==> src/rtl/td4_pkg.sv <==
// td4_pkg: shared opcodes, PC width and sequencer state encoding for the TD4 sequencer
package td4_pkg;
  localparam int PC_W = 4;
  localparam logic [3:0] OP_JMP = 4'b1111;
  localparam logic [3:0] OP_JNC = 4'b1110;
  typedef enum logic [1:0] {
    SEQ_HALT = 2'b00,
    SEQ_RUN  = 2'b01,
    SEQ_STEP = 2'b10
  } seq_state_e;
endpackage

==> src/rtl/td4_sequencer_rise_detect.sv <==
// rise_detect: one-cycle pulse on a rising level; history resets to RST_VAL so a level held through reset does not fire
module rise_detect #(
  parameter logic RST_VAL = 1'b1
) (
  input  logic clk,
  input  logic rst_n,
  input  logic sig_i,
  output logic rise_o
);
  logic prev_q;
  // remember last cycle's level
  always_ff @(posedge clk or negedge rst_n)
    if (!rst_n) prev_q <= RST_VAL;
    else prev_q <= sig_i;
  assign rise_o = sig_i & ~prev_q;
endmodule

==> src/rtl/td4_sequencer.sv <==
// td4_sequencer: run/halt/step and breakpoint control for the TD4 PC; `TD4_SEQ_RETIRE_CNT_EN builds the retired-instruction counter
module td4_sequencer
  import td4_pkg::*;
#(
  parameter int CNT_W     = 16,
  parameter bit RESET_RUN = 1'b0
) (
  input  logic             clk,
  input  logic             rst_n,
  input  logic [7:0]       instr,
  input  logic [PC_W-1:0]  pc_addr,
  input  logic             alu_carry,
  input  logic             run_req,
  input  logic             step_req,
  input  logic             halt_req,
  input  logic             bp_en,
  input  logic [PC_W-1:0]  bp_addr,
  output logic [PC_W-1:0]  pc_in,
  output logic             pc_load_n,
  output logic             exec_en,
  output logic             carry_flag,
  output logic             halted,
  output logic             bp_hit,
  output logic [CNT_W-1:0] retire_cnt
);
  seq_state_e state_q, state_d;
  logic carry_q, carry_d;
  logic bp_hit_q, bp_hit_d;
  logic bp_skip_q, bp_skip_d;
  logic run_rise, step_rise, bp_stop, exec, jump;

  rise_detect #(.RST_VAL(1'b1)) u_run_rise (
    .clk(clk), .rst_n(rst_n), .sig_i(run_req), .rise_o(run_rise)
  );
  rise_detect #(.RST_VAL(1'b1)) u_step_rise (
    .clk(clk), .rst_n(rst_n), .sig_i(step_req), .rise_o(step_rise)
  );

  assign bp_stop = bp_en && (pc_addr == bp_addr) && !bp_skip_q;
  // rst_n gating makes exec_en drop the moment reset asserts, whatever the reset state
  assign exec = rst_n && ((state_q == SEQ_RUN && !halt_req && !bp_stop) || state_q == SEQ_STEP);
  assign jump = (instr[7:4] == OP_JMP) || (instr[7:4] == OP_JNC && !carry_q);
  // holding is a reload of the current address; jumps load the immediate
  assign pc_load_n  = exec && !jump;
  assign pc_in      = exec ? instr[3:0] : pc_addr;
  assign exec_en    = exec;
  assign carry_flag = carry_q;
  assign halted     = (state_q == SEQ_HALT);
  assign bp_hit     = bp_hit_q;

  // control state, carry flag and breakpoint bookkeeping
  always_ff @(posedge clk or negedge rst_n)
    if (!rst_n) begin
      state_q   <= RESET_RUN ? SEQ_RUN : SEQ_HALT;
      carry_q   <= 1'b0;
      bp_hit_q  <= 1'b0;
      bp_skip_q <= 1'b0;
    end else begin
      state_q   <= state_d;
      carry_q   <= carry_d;
      bp_hit_q  <= bp_hit_d;
      bp_skip_q <= bp_skip_d;
    end

  // next state; resuming arms bp_skip so the breakpoint instruction itself executes once
  always_comb begin
    state_d   = state_q;
    bp_hit_d  = bp_hit_q;
    bp_skip_d = exec ? 1'b0 : bp_skip_q;
    carry_d   = exec ? alu_carry : carry_q;
    case (state_q)
      SEQ_HALT:
        if (!halt_req && (run_rise || step_rise)) begin
          state_d   = run_rise ? SEQ_RUN : SEQ_STEP;
          bp_hit_d  = 1'b0;
          bp_skip_d = 1'b1;
        end
      SEQ_RUN: begin
        state_d  = (halt_req || bp_stop) ? SEQ_HALT : SEQ_RUN;
        bp_hit_d = bp_hit_q || bp_stop;
      end
      SEQ_STEP: state_d = SEQ_HALT;
      default:  state_d = SEQ_HALT;
    endcase
  end

`ifdef TD4_SEQ_RETIRE_CNT_EN
  logic [CNT_W-1:0] cnt_q;
  // count executed instructions, wrapping naturally
  always_ff @(posedge clk or negedge rst_n)
    if (!rst_n) cnt_q <= '0;
    else if (exec) cnt_q <= cnt_q + CNT_W'(1);
  assign retire_cnt = cnt_q;
`else
  assign retire_cnt = '0;
`endif
endmodule

==> config.mk <==
export PLATFORM = sky130hd
export DESIGN_NAME = td4_sequencer
export DESIGN_NICKNAME = d
export VERILOG_FILES = /design/src/rtl/td4_pkg.sv /design/src/rtl/td4_sequencer_rise_detect.sv /design/src/rtl/td4_sequencer.sv
export SDC_FILE = /design/constraint.sdc
export NUM_CORES = 1
export LEC_CHECK = 0
export BUFFER_PORTS_ARGS = -buffer_cell sky130_fd_sc_hd__buf_4
export CAP_MARGIN = 20
export CORE_MARGIN = 3
export CORE_UTILIZATION = 41
export CTS_BUF_LIST = sky130_fd_sc_hd__clkbuf_8
export DETAILED_ROUTE_END_ITERATION = 10
export PLACE_DENSITY_LB_ADDON = 0.05
export SLEW_MARGIN = 10
export SYNTH_ARGS = -nofsm -noshare
export SYNTH_HDL_FRONTEND = slang
export SYNTH_SLANG_ARGS = --single-unit
export TNS_END_PERCENT = 50
==> constraint.sdc <==
create_clock -name clk -period 2.1 [get_ports clk]
set_clock_uncertainty 0.2 [all_clocks]
set_input_delay 0.315 -clock clk [delete_from_list [all_inputs] [get_ports clk]]
set_output_delay 0.315 -clock clk [all_outputs]
set_load 0.01 [all_outputs]
==> impl_results.md <==
* Most common library cells after synthesis: buf_4, nor2_1, a221o_1
* Die X-Extent at about 46 um
* First-pass GRT wire length at between 2000 and 3000 um
* Site row count at 13
* Via count at about 730
* Cell internal pwr at roughly 380 uW
* Synth cell types at 24
* NetSw at about 160 uW
* Die Height at about 46 um
* Failing checks: setup timing
* Initial Util at 46.4%
* Clock root buffer: clkbuf_8
* I/O pin cnt at 48
* CTS HTree Levels at 1
* Routed WL at between 1500 and 2000 um
* Total of max-cap violations at 0
* R2R Setup Slk at 0.41 ns
* Final setup margin at -0.0507 ns
* Setup violations, final at 4
* Mean post-synth cell area at 8.12 sq um
* Initial antenna violation count at 0
* Arrival time worst endpoint at between 1.5 and 2 ns
* Crit Reg-Reg Startpoint: state_q[0]$_DFFE_PN0P_
* Core area at between 1000 and 1500 sq um
* Yosys top cell area share at around a fifth
* Crit path capture: pc_in[2]
* Crit Path Max Fanout at 5
* Peak Freq at ~460 MHz
* WS Path Type: reg -> out
* Total GRT Usage at about a fifth
* CP max stage cell: dfrtp_1
* CP Cell Sequence: buf_6 -> nor2b_1 -> nor3_2 -> a221o_1 -> buf_6
* Max incr delay on CP at between 0.4 and 0.5 ns
* Die area at 2100 sq um
* Clk buf depth at 2
* Setup crit start: state_q[1]$_DFFE_PN0P_
* Power density over cell area at between 500 and 600 nW/um^2
* Number of warnings issued by yosys at 0
* CP startpoint kind: flop
* DP HPWL at ~1300 um
* Flop pwr share at ~29%
* DR DRC count at 0
* Post-Synthesis Cells at 80
* Reg2reg end: carry_flag$_DFFE_PN0N_
* Share of cells above drive strength 1 at 41.3%
* Largest net degree at the start of global routing at 9
* Period utilization at 102%
* CTS tree: yes
* Synth area leader: dfrtp_1
* Gr ovfl total at 0
* Net Sw Frac at between 20% and 30%
* Endpoints failing hold at 0
* GPL Wtd Cong at around 0.79
* Final core occ at 72.5%
* Leak at slightly below 0.0005 uW
* Register area share after synthesis at a little over a quarter
* Antenna viol nets, final at 0
* Critical path required time at between 1.5 and 2 ns
* Worst R2R Path Depth at 5
* Layout fillers at between 100 and 150
* Total CTS buffers at 3
* Wire per inst at around 13 um
* RSZ-0062 raised after global routing: true
* Clock power frac at 34.0%
* Clk_lat worst skew at around 0.23 ns
* Worst hold slack at 0.0601 ns
* CP most frequent cell: buf_6
* Asr flop ratio synth at 100%
* Via-to-Cell Ratio at roughly 5.1
* Count leader, synth: buf_4
* Largest cells by area after synthesis: dfrtp_1, buf_4, a221o_1
* Synth Flop Type: dfrtp_1
* M1 WL at ~720 um
* # diodes at 0
* Sink Count at 7
* Clock-pin slew on the worst setup and hold paths at 0.04 ns
* Initial drt markers at 20
* Routed wl met2 at 893 um
* Synthesis-to-finish area growth at 56.3%
* Final setup TNS at -0.179 ns
* Area of the mapped netlist at 649 sq um
* Max VDD drop at 0.549 mV
* Port-buffer cells at 31
* Max-slew violation count at 0
* DP Worst Slack at 0.0154 ns
* Min cycle time layout at about 2.2 ns
* First-pass DRT Iterations at 4
* Top Metal Used: met4
* Worst setup EP type: output pin
* Metal3 WL at around 190 um
* Vias in the first global route at ~660
* Status: finished, violations left
* Fin nets at 150
* Comb power frac at between 30 and 40%
* #FFs+latches synth at 7
* Hold Crit Class: in -> reg
* EDFF count, synth at 0
* Power Total at roughly 550 uW
## critical path: cells and delay by family, from the launching register on
family                 cells  cell delay (ns)
flip-flops                 1             0.41
AND/OR/NAND/NOR            2             0.51
buffers and inverters      2             0.24
AO/OA/AOI/OAI              1             0.24
## cell type report
class	instances	area [sq um]	area share, %
clock inverters	1	3.75	0.370
repair buffers	45	364	35.9
flip-flops and latches	7	179	17.6
well taps	15	18.8	1.85
inverters	2	7.51	0.740
multi-input cells	68	400	39.5
clock buffers	3	41.3	4.07
## kinds of logic after synthesis
| family | after synthesis | synth area share [%] |
|---|---|---|
| AO/OA/AOI/OAI | 24 | 26.4 |
| flip-flops | 7 | 27.4 |
| other | 1 | 0.577 |
| AND/OR/NAND/NOR | 24 | 19.1 |
| buffers and inverters | 20 | 21.2 |
| XOR/XNOR | 4 | 5.39 |
## flip-flops by register name, summed over array words and instances (netlist names)
signal              flops
carry_flag              1
bp_hit                  1
state_q                 2
u_run_rise.prev_q       1
u_step_rise.prev_q      1
bp_skip_q               1
## worst min-delay path by stage
| stage | depth (start not counted) | from | end | slack [ns] |
|---|---|---|---|---|
| finish | 2 | halt_req | state_q[0]$_DFFE_PN0P_ | 0.06 |
| global route | 2 | halt_req | state_q[0]$_DFFE_PN0P_ | 0.05 |
| CTS | 2 | halt_req | state_q[0]$_DFFE_PN0P_ | 0.05 |
| detailed placement | 1 | rst_n | bp_skip_q$_DFF_PN0_ | -0.05 |
| global placement | 1 | rst_n | carry_flag$_DFFE_PN0N_ | -0.05 |
| floorplan | 0 | rst_n | bp_hit$_DFFE_PN0P_ | -0.18 |
## layout by cell type, fill, tap and decap left out, types with 2 or more instances in the layout
cell and n:
a221o_1 6, o22ai_1 5, nor2b_1 5, nand3_1 3, dlygate4sd3_1 3, inv_1 3
clkbuf_8 3, a21oi_1 5, buf_6 5, o21ai_0 3, xnor2_1 4, dfrtp_1 4
nand2_1 3, nor2_1 8, buf_4 37, dfstp_2 2, conb_1 16, nand3b_1 2
## stage by stage
step                instances  area [sq um]
floorplan                  95           706
global placement          129           872
detailed placement        129           872
CTS                       141          1010
global route              141          1010
finish                    141          1010
## power by group through the flow
stage / sequential (uW) / clock, uW / combinational (uW)
after floorplan: 157 / 0 / 113
after CTS: 159 / 192 / 198
final: 159 / 187 / 202
after detailed placement: 161 / 0 / 176
after global placement: 160 / 0 / 174
after global routing: 161 / 208 / 221
## timing repair
action	4_1_cts	5_1_grt
hold endpoints to repair	9	0
buffers inserted	5	0
setup endpoints to repair	5	5
pin swaps	3	1
resized for setup	7	2
hold buffers	3	0
## metal layers
layer / GRT usage [%] / up-vias
li1: - / 351
met1: 22.1 / 335
met2: 31.5 / 38
met3: 7.51 / 2
met4: 5.11 / 0
met5: 0 / -
No activity file was read; power rests on OpenSTA's default activity.
